### src/rtl/as1_eval_arbiter.sv
// Round-robin arbiter sharing one combinational evaluation unit between two requesters.
// Drives func_in, waits SETTLE cycles, samples func_out, then holds the result until the owner takes it.
module as1_eval_arbiter #(
  parameter int unsigned W      = 4,
  parameter int unsigned SETTLE = 1
) (
  input  logic         clk,
  input  logic         rst_n,
  input  logic         req0_valid,
  input  logic [W-1:0] req0_code,
  output logic         req0_ready,
  output logic         rsp0_valid,
  output logic         rsp0_data,
  input  logic         rsp0_ready,
  input  logic         req1_valid,
  input  logic [W-1:0] req1_code,
  output logic         req1_ready,
  output logic         rsp1_valid,
  output logic         rsp1_data,
  input  logic         rsp1_ready,
  output logic [W-1:0] func_in,
  input  logic         func_out,
  output logic         busy
);

  localparam logic [1:0] IDLE  = 2'd0;
  localparam logic [1:0] DRIVE = 2'd1;
  localparam logic [1:0] RESP  = 2'd2;

  localparam logic [3:0] SETTLE_C = 4'(SETTLE);

  logic [1:0] state;
  logic [3:0] cnt;
  logic       last_grant;
  logic       owner;
  logic       grant_valid;
  logic       grant;

  // Ready is held low while reset is asserted so nothing looks accepted during reset.
  always_comb begin
    grant_valid = 1'b0;
    grant       = 1'b0;
    if (state == IDLE && rst_n) begin
      if (req0_valid && req1_valid) begin
        grant_valid = 1'b1;
        grant       = ~last_grant;
      end else if (req0_valid) begin
        grant_valid = 1'b1;
        grant       = 1'b0;
      end else if (req1_valid) begin
        grant_valid = 1'b1;
        grant       = 1'b1;
      end
    end
  end

  assign req0_ready = grant_valid & ~grant;
  assign req1_ready = grant_valid &  grant;
  assign busy       = (state != IDLE);

  always_ff @(posedge clk or negedge rst_n) begin
    if (!rst_n) begin
      state      <= IDLE;
      func_in    <= '0;
      cnt        <= '0;
      last_grant <= 1'b1;
      owner      <= 1'b0;
      rsp0_valid <= 1'b0;
      rsp0_data  <= 1'b0;
      rsp1_valid <= 1'b0;
      rsp1_data  <= 1'b0;
    end else begin
      case (state)
        IDLE: begin
          if (grant_valid) begin
            func_in    <= grant ? req1_code : req0_code;
            cnt        <= SETTLE_C;
            last_grant <= grant;
            owner      <= grant;
            state      <= DRIVE;
          end
        end
        DRIVE: begin
          cnt <= cnt - 4'd1;
          if (cnt == 4'd1) begin
            if (owner) begin
              rsp1_data  <= func_out;
              rsp1_valid <= 1'b1;
            end else begin
              rsp0_data  <= func_out;
              rsp0_valid <= 1'b1;
            end
            state <= RESP;
          end
        end
        RESP: begin
          if (owner ? rsp1_ready : rsp0_ready) begin
            rsp0_valid <= 1'b0;
            rsp1_valid <= 1'b0;
            state      <= IDLE;
          end
        end
        default: state <= IDLE;
      endcase
    end
  end

endmodule

### config.mk
export PLATFORM = sky130hd
export DESIGN_NAME = as1_eval_arbiter
export DESIGN_NICKNAME = d
export VERILOG_FILES = /design/src/rtl/as1_eval_arbiter.sv
export SDC_FILE = /design/constraint.sdc
export NUM_CORES = 1
export LEC_CHECK = 0
export ABC_AREA = 1
export CAP_MARGIN = 20
export CORE_MARGIN = 2
export CORE_UTILIZATION = 35
export CTS_BUF_LIST = sky130_fd_sc_hd__clkbuf_8
export CTS_CLUSTER_SIZE = 20
export DETAILED_ROUTE_END_ITERATION = 16
export MAX_ROUTING_LAYER = met4
export PLACE_DENSITY_LB_ADDON = 0.3
export SETUP_SLACK_MARGIN = 0.02
export SLEW_MARGIN = 20
export SYNTH_ARGS = -nofsm -noshare
export SYNTH_HDL_FRONTEND = slang
export SYNTH_SLANG_ARGS = --single-unit
### constraint.sdc
create_clock -name clk -period 1.8 [get_ports clk]
set_clock_uncertainty 0.2 [all_clocks]
set_input_delay 0.27 -clock clk [delete_from_list [all_inputs] [get_ports clk]]
set_output_delay 0.27 -clock clk [all_outputs]
set_load 0.005 [all_outputs]
Word level (Yosys, flattened, before mapping) --
Cells that the tools add are included.
Storage, ports and cells: input bits 15, register bits 16, word-level logic and storage cells 58, output and inout bits 11
Operators by class: add/subtract/negate cells 1, mux-type cells 22, equal/unequal tests 8, bitwise logic cells 5, reduce and logical (&&, ||, !) cells 13
Operators with widths (number):
- $mux 1 | 13
- $ne 2x2->1 const B | 5
- $reduce_and 3->1 | 3
- $mux 4 | 2
- $pmux 4 s2 | 1
- $reduce_and 4->1 | 2
- $mux 2 | 3
- $pmux 2 s3 | 1
- $reduce_bool 2->1 | 3
- $eq 4x1->1 const B | 1
- $pmux 1 s2 | 2
- $reduce_and 2->1 | 2
- $sub 4x1->4 const B | 1
- $not 1->1 | 3
- $and 1x1->1 | 2
- $eq 2x1->1 const B | 1
- $eq 2x2->1 const B | 1
- $logic_and 1x1->1 | 2
- $logic_not 2->1 | 1

Logic depth before layout (Yosys ltp) --
Gate-level depths: netlist of run 1.
word-level depth 6, depth in mapped cells 7, depth with buffers taken out 7

Worst setup path before layout of run 1 --
No wires, ideal clock.
path kind register -> output, start register state[0], end output port req0_ready, setup slack 0.358 ns, required time 1.330 ns, buffers on the path 1, stages on the path, launching flop included 7, arrival 0.972 ns, cells stage by stage dfrtp_1 -> inv_2 -> nand2_4 -> nor2_8 -> nand2_4 -> buf_8 -> nor2_1
Between the ends: word-level cells in the longest chain between the ends 5, elaborated cells on any way between the ends 6, classes of those cells mux: 2; bitwise: 2; reduce/logical: 2
RTL lines:
- start: declaration | line 32 | logic [1:0] state;
- start signal: assignment | line 63 | state <= IDLE;
- start signal: assignment | line 80 | state <= DRIVE;
- start signal: assignment | line 93 | state <= RESP;
- $logic_not 2->1 * | line 43 | if (state == IDLE && rst_n) begin
- $logic_and 1x1->1 * | line 43
- $mux 1 | line 43
- $not 1->1 | line 57 | assign req0_ready = grant_valid & ~grant;
- $and 1x1->1 * | line 57
- end: declaration | line 11 | output logic req0_ready,
Every way passes the cells marked *; elsewhere a longest branch is shown, timed or not.

Worst setup path in the final report of run 1 --
start register state[1], end output port req1_ready
Between the ends: word-level cells in the longest chain between the ends 4, elaborated cells on any way between the ends 5, classes of those cells mux: 2; bitwise: 1; reduce/logical: 2
RTL lines:
- $logic_not 2->1 * | line 43
- $logic_and 1x1->1 * | line 43
- $mux 1 | line 43
- $and 1x1->1 * | line 58 | assign req1_ready = grant_valid & grant;
- end: declaration | line 17 | output logic req1_ready,
Marked as above.

==> results of run 1 <==
[metal layers]
layer	part of all wire, %	vias up	GRT usage [%]	wire (um)
met3	5.3	2	4.72	103
met1	40	348	19.2	780
met2	53	13	28.8	1040
met5	0	-	-	0
li1	-	401	-	-
met4	1.3	0	6.41	26
[critical path: cells and delay by family, from the launching register on]
family | cells | cell delay (ns)
flip-flops | 1 | 0.40
AND/OR/NAND/NOR | 2 | 0.23
buffers and inverters | 2 | 0.37
[final timing paths]
check,endpoint,cells past startpoint,slack (ns),startpoint
worst max-delay path,req1_ready,4,0.08,state[1]$_DFFE_PN0P_
worst min-delay path,last_grant$_DFFE_PN1P_,2,0.27,last_grant$_DFFE_PN1P_
worst max register to register,rsp0_data$_DFFE_PN0P_,7,0.35,cnt[1]$_DFFE_PN0P_
worst min register to register,last_grant$_DFFE_PN1P_,2,0.27,last_grant$_DFFE_PN1P_
max in group asynchronous,last_grant$_DFFE_PN1P_,3,0.73,rst_n
min in group asynchronous,func_in[3]$_DFFE_PN0P_,3,0.49,rst_n
[power groups by stage]
stage | clock network (W) | logic, W | registers (W)
floorplan | 0 | 0.000583 | 0.000667
global placement | 0 | 0.000988 | 0.000662
detailed placement | 0 | 0.00101 | 0.000673
CTS | 0.000321 | 0.00104 | 0.000666
global route | 0.000337 | 0.00118 | 0.000693
finish | 0.000312 | 0.00103 | 0.000668
[logic make-up (layout without fill, tap and decap cells)]
kind of cell | after synthesis | count (layout) | synth area share [%]
flip-flops | 16 | 16 | 46.7
AO/OA/AOI/OAI | 6 | 6 | 3.78
AND/OR/NAND/NOR | 62 | 62 | 39.6
adder cells (fa/ha/maj) | 2 | 2 | 2.91
buffers and inverters | 13 | 54 | 6.99
[flip-flops by register name, indices dropped and copies added, names as in the netlist]
register,cells
cnt,4
func_in,4
state,2
last_grant,1
owner,1
rsp0_data,1
rsp0_valid,1
rsp1_data,1
rsp1_valid,1
[synthesized netlist by cell type]
| master | number |
|---|---|
| inv_1 | 9 |
| o21ai_0 | 4 |
| inv_2 | 3 |
| dfstp_2 | 1 |
| nor2_2 | 1 |
| nand3_2 | 4 |
| buf_8 | 1 |
| a21boi_0 | 1 |
| dfrtp_1 | 15 |
| nand2_2 | 4 |
| a21oi_1 | 1 |
| nand2_1 | 27 |
| or2_4 | 1 |
| nand2_4 | 3 |
| nand4_1 | 5 |
| nor2_1 | 6 |
| or2_2 | 1 |
| nand3_1 | 9 |
| ha_1 | 2 |
| nor2_8 | 1 |
[area by class of cell]
type | count | area share (%)
clock buffers | 4 | 4.25
inverters | 12 | 3.47
multi-input cells | 70 | 31.3
flip-flops and latches | 16 | 31.0
well taps | 28 | 2.70
repair buffers | 38 | 27.3
[through the flow]
step / TNS (ns) / instance area, um^2 / power (W) / util [%]
after floorplan: 0 / 860 / 0.00125 / -
after detailed placement: -0.717 / 1200 / 0.00169 / 52.6
after global routing: 0 / 1300 / 0.00221 / 57.0
after global placement: -0.670 / 1200 / 0.00165 / 52.6
final: 0 / 1300 / 0.00201 / 57.0
after CTS: 0 / 1280 / 0.00202 / 56.2
[what timing repair did]
action / 4_1_cts / 5_1_grt
pin swaps: 1 / 1
hold buffers: 2 / 0
endpoints found under the hold margin: 1 / 0
endpoints found under the setup margin: 3 / 2
buffers inserted: 2 / 0
gates resized for setup: 6 / 6
==> qor.csv, run 1 <==
metric;value;unit
die_h;53.6;um
io_pins;26;
seq_area_frac_synth;46.7;%
drive_above_1_share;27.1;%
grt_pass1_vias;773;
ys_ff_latch;16;
synth.largest_area_cell;dfrtp_1;
wire_per_inst;11.6;um
yosys_warnings;0;
swShare;37.2;%
yosysTopAreaCellShare;43.7;%
vias;764;
outcome;finished clean;
drt_wl_total;1950;um
initial_utilization;37.8;%
synth_cell_types;20;
p_int;0.00126;W
syn_area_per_cell;8.68;um^2
htreeDepth;1;
whs;0.273;ns
cts_tree;yes;
grt_overflow;0;
cpPeakStageDelay;0.40;ns
fin_cells;168;
cts_max_path_buffers;2;
setup_violations;0;
cp.arrival;1.25;ns
antenna_found_initial;0;
endpoint_kind;output port;
via_per_inst;4.55;
path_clk_slew;0.06;ns
drtIter0Drc;6;
synthesis.nets;116;
ant_nets;0;
cp_cell_sequence;inv_2 > nand3_1 > nor2_2 > dlygate4sd2_1;
area_growth;50.8;%
crit_type;register to output port;
row_count;17;
ir_drop;1.07;mV
num-nets-final;158;
drv_cap;0;
design.core.area;2280;um^2
finalHoldViolations;0;
first_pass_iters;4;
pwr-share-seq;33.3;%
port_buffers;25;
clk_latency;0.25;ns
drc;0;
die_w;53.6;um
cp_slowest_cell;dfrtp_1;
place_congestion;0.748;
syn-cell-area;860;um^2
relSlewSlack;84.1;%
cts_root_buf;clkbuf_8;
hold_path_class;register to register;
syn_inst;99;
final-seq-area;402;um^2
p_sw;0.000747;W
grt_start_max_net_pins;15;
synth_area_leaders;dfrtp_1 44%, nand2_1 12%, nand3_1 5.2%;
num_antenna_cells;0;
power_frac_clock;15.5;%
cp_max_fo;3;
place_ws;-0.403;ns
place_inst;160;
post-route-min-period;1.72;ns
grt_first_pass_wirelength;3330;um
layout.cells.most_common;nand2_1;
fillers;209;
cts_buffers;3;
multiInputGateArea;405;um^2
worstSetupStartpointType;register;
grt_usage;17.1;%
min_period_over_period;95.7;%
p_leak;0.662;nW
die-area;2870;um^2
setup_slack;0.0774;ns
layout_common_cells;25 x nand2_1, 20 x clkdlybuf4s50_1, 15 x dfrtp_1;
clock-sinks;16;
worstPathRequired;1.33;ns
combPwrFrac;51.2;%
slew_violations;0;
dpl.hpwl;1500;um
rsz0062_at_grt;no;
fmax;0.581;GHz
cellPowerDensity;1550;nW/um^2
tightest_slew;0.237;ns
Note: power is estimated with default switching activity, not from simulation.
==> run 2, diff against run 1 <==
SETUP_SLACK_MARGIN = default   (was 0.02)
==> qor.csv, run 2 (synthesis results as in run 1) <==
metric;value;unit;change
tightest_slew;0.236;ns;was 0.237 ns
ir_drop;1.07;mV;about the same
grt_start_max_net_pins;15;;unchanged
multiInputGateArea;405;um^2;unchanged
cts_tree;yes;;unchanged
dpl.hpwl;1500;um;unchanged
die_h;53.6;um;unchanged
num_antenna_cells;0;;unchanged
clock-sinks;16;;unchanged
place_congestion;0.748;;unchanged
drive_above_1_share;26.6;%;was 27.1%
cp_max_fo;3;;unchanged
p_int;0.00125;W;was 0.00126 W
fillers;211;;was 209
ant_nets;0;;unchanged
cp_top_family;flip-flops;;unchanged
fin_cells;167;;was 168
post-route-min-period;1.72;ns;about the same
finalHoldViolations;0;;unchanged
area_growth;49.5;%;was 50.8%
drt_wl_total;1910;um;was 1950 um
clk_latency;0.25;ns;about the same
critPathMostFrequentCell;nor2_2;;
path_clk_slew;0.06;ns;about the same
hold_path_class;register to register;;unchanged
relSlewSlack;84.1;%;about the same
cts_root_buf;clkbuf_8;;unchanged
port_buffers;25;;unchanged
initial_utilization;37.8;%;unchanged
cp_num_buf_inv;3;;was 2
rsz0062_at_grt;no;;unchanged
total_power;0.00199;W;was 0.00201 W
grt_usage;16.9;%;was 17.1%
drv_cap;0;;unchanged
row_count;17;;unchanged
cp_slowest_cell;dfrtp_1;;unchanged
slew_violations;0;;unchanged
place_inst;160;;unchanged
r2r-end;rsp0_data$_DFFE_PN0P_;;unchanged
cpPeakStageDelay;0.40;ns;about the same
layout_common_cells;25 x nand2_1, 20 x clkdlybuf4s50_1, 15 x dfrtp_1;;unchanged
cellPowerDensity;1550;nW/um^2;about the same
design.core.area;2280;um^2;unchanged
layout.cells.most_common;nand2_1;;unchanged
grt_pass1_vias;760;;was 773
wire_per_inst;11.5;um;was 11.6 um
power_frac_clock;15.7;%;was 15.5%
cts_buffers;3;;unchanged
swShare;37.3;%;was 37.2%
crit_type;register to output port;;unchanged
reg2reg_depth;7;;unchanged
hp-start;last_grant$_DFFE_PN1P_;;unchanged
first_pass_iters;4;;unchanged
worstPathRequired;1.33;ns;about the same
drc;0;;unchanged
outcome;finished clean;;unchanged
cts_max_path_buffers;2;;unchanged
r2r-start;cnt[1]$_DFFE_PN0P_;;unchanged
post-route-util;56.5;%;was 57.0%
min_period_over_period;95.5;%;was 95.7%
cp_cell_sequence;inv_2 > nand3_1 > nor2_2 > buf_4 > nor2_2 > buf_2;;was inv_2 > nand3_1 > nor2_2 > dlygate4sd2_1
reg2reg_slack;0.35;ns;about the same
cp.arrival;1.25;ns;about the same
setup_violations;0;;unchanged
grt_overflow;0;;unchanged
drtIter0Drc;6;;unchanged
combPwrFrac;50.7;%;was 51.2%
io_pins;26;;unchanged
p_sw;0.000741;W;was 0.000747 W
hold_end;last_grant$_DFFE_PN1P_;;unchanged
pwr-share-seq;33.6;%;was 33.3%
vias;755;;was 764
antenna_found_initial;0;;unchanged
fmax;0.581;GHz;about the same
grt_first_pass_wirelength;3290;um;was 3330 um
endpoint_kind;output port;;unchanged
num-nets-final;157;;was 158
final-seq-area;402;um^2;unchanged
via_per_inst;4.52;;was 4.55
htreeDepth;1;;unchanged
hold_depth;2;;unchanged
die-area;2870;um^2;unchanged
die_w;53.6;um;unchanged
worstSetupStartpointType;register;;unchanged
p_leak;0.656;nW;was 0.662 nW
reg_top3;cnt (4), func_in (4), state (2);;unchanged
[run 2: routing by layer]
layer  vias to the layer above  GRT usage [%]  share of wire [%]  wire, um
li1                        398              -                  -         -
met1                       342           19.2                 40       768
met2                        13           28.2                 53      1020
met3                         2           4.72                5.4       103
met4                         0           6.41                1.4        26
met5                         -              -                  0         0
[run 2: worst max path at each step]
stage          cells after the start                 start  slack, ns         end
3_3_place_gp                       6                 rst_n      -0.37  req0_ready
5_1_grt                            6  state[1]$_DFFE_PN0P_       0.02  req0_ready
3_5_place_dp                       6                 rst_n      -0.40  req0_ready
2_1_floorplan                      6  state[0]$_DFFE_PN0P_       0.36  req0_ready
6_report                           6  state[1]$_DFFE_PN0P_       0.08  req0_ready
4_1_cts                            3  state[1]$_DFFE_PN0P_       0.01        busy
[run 2: power by group through the flow]
stage / sequential (W) / combinational, W / clock [W]
2_1_floorplan: 0.000667 / 0.000583 / 0
3_3_place_gp: 0.000662 / 0.000988 / 0
3_5_place_dp: 0.000673 / 0.00101 / 0
4_1_cts: 0.000668 / 0.00102 / 0.000321
5_1_grt: 0.000694 / 0.00116 / 0.000337
6_report: 0.000668 / 0.00101 / 0.000311
[run 2: per-stage QoR]
stage | TNS (ns) | hold WS (ns) | area (um^2) | setup WS, ns
after floorplan | 0 | -0.226 | 860 | 0.358
final | 0 | 0.274 | 1280 | 0.0803
after detailed placement | -0.717 | 0.261 | 1200 | -0.403
after global routing | 0 | 0.289 | 1280 | 0.0241
after global placement | -0.670 | 0.257 | 1200 | -0.367
after CTS | 0 | 0.269 | 1270 | 0.0148
[run 2: worst reg2reg max path: stages, from the launching register on]
cell	delay [ns]
dfrtp_1	0.38
inv_1	0.12
ha_1	0.17
nand3_1	0.15
inv_1	0.13
nand2_1	0.07
nand2_1	0.06
nand2_1	0.06
[run 2: layout make-up]
class | count | share of cell area (%)
repair buffers | 37 | 26.7
inverters | 12 | 3.51
well taps | 28 | 2.73
flip-flops and latches | 16 | 31.3
multi-input cells | 70 | 31.5
clock buffers | 4 | 4.28
[run 2: what timing repair did]
action,CTS,global route
setup endpoints to repair,2,2
buffers inserted,1,0
pin swaps,1,1
hold buffers,2,0
resized for setup,6,5
hold endpoints to repair,1,0
==> run 3, diff against run 2 <==
CTS_CLUSTER_SIZE = 8   (was 20)
==> results of run 3 <==
The final DEF is identical to that of run 2; final timing and power are the same.
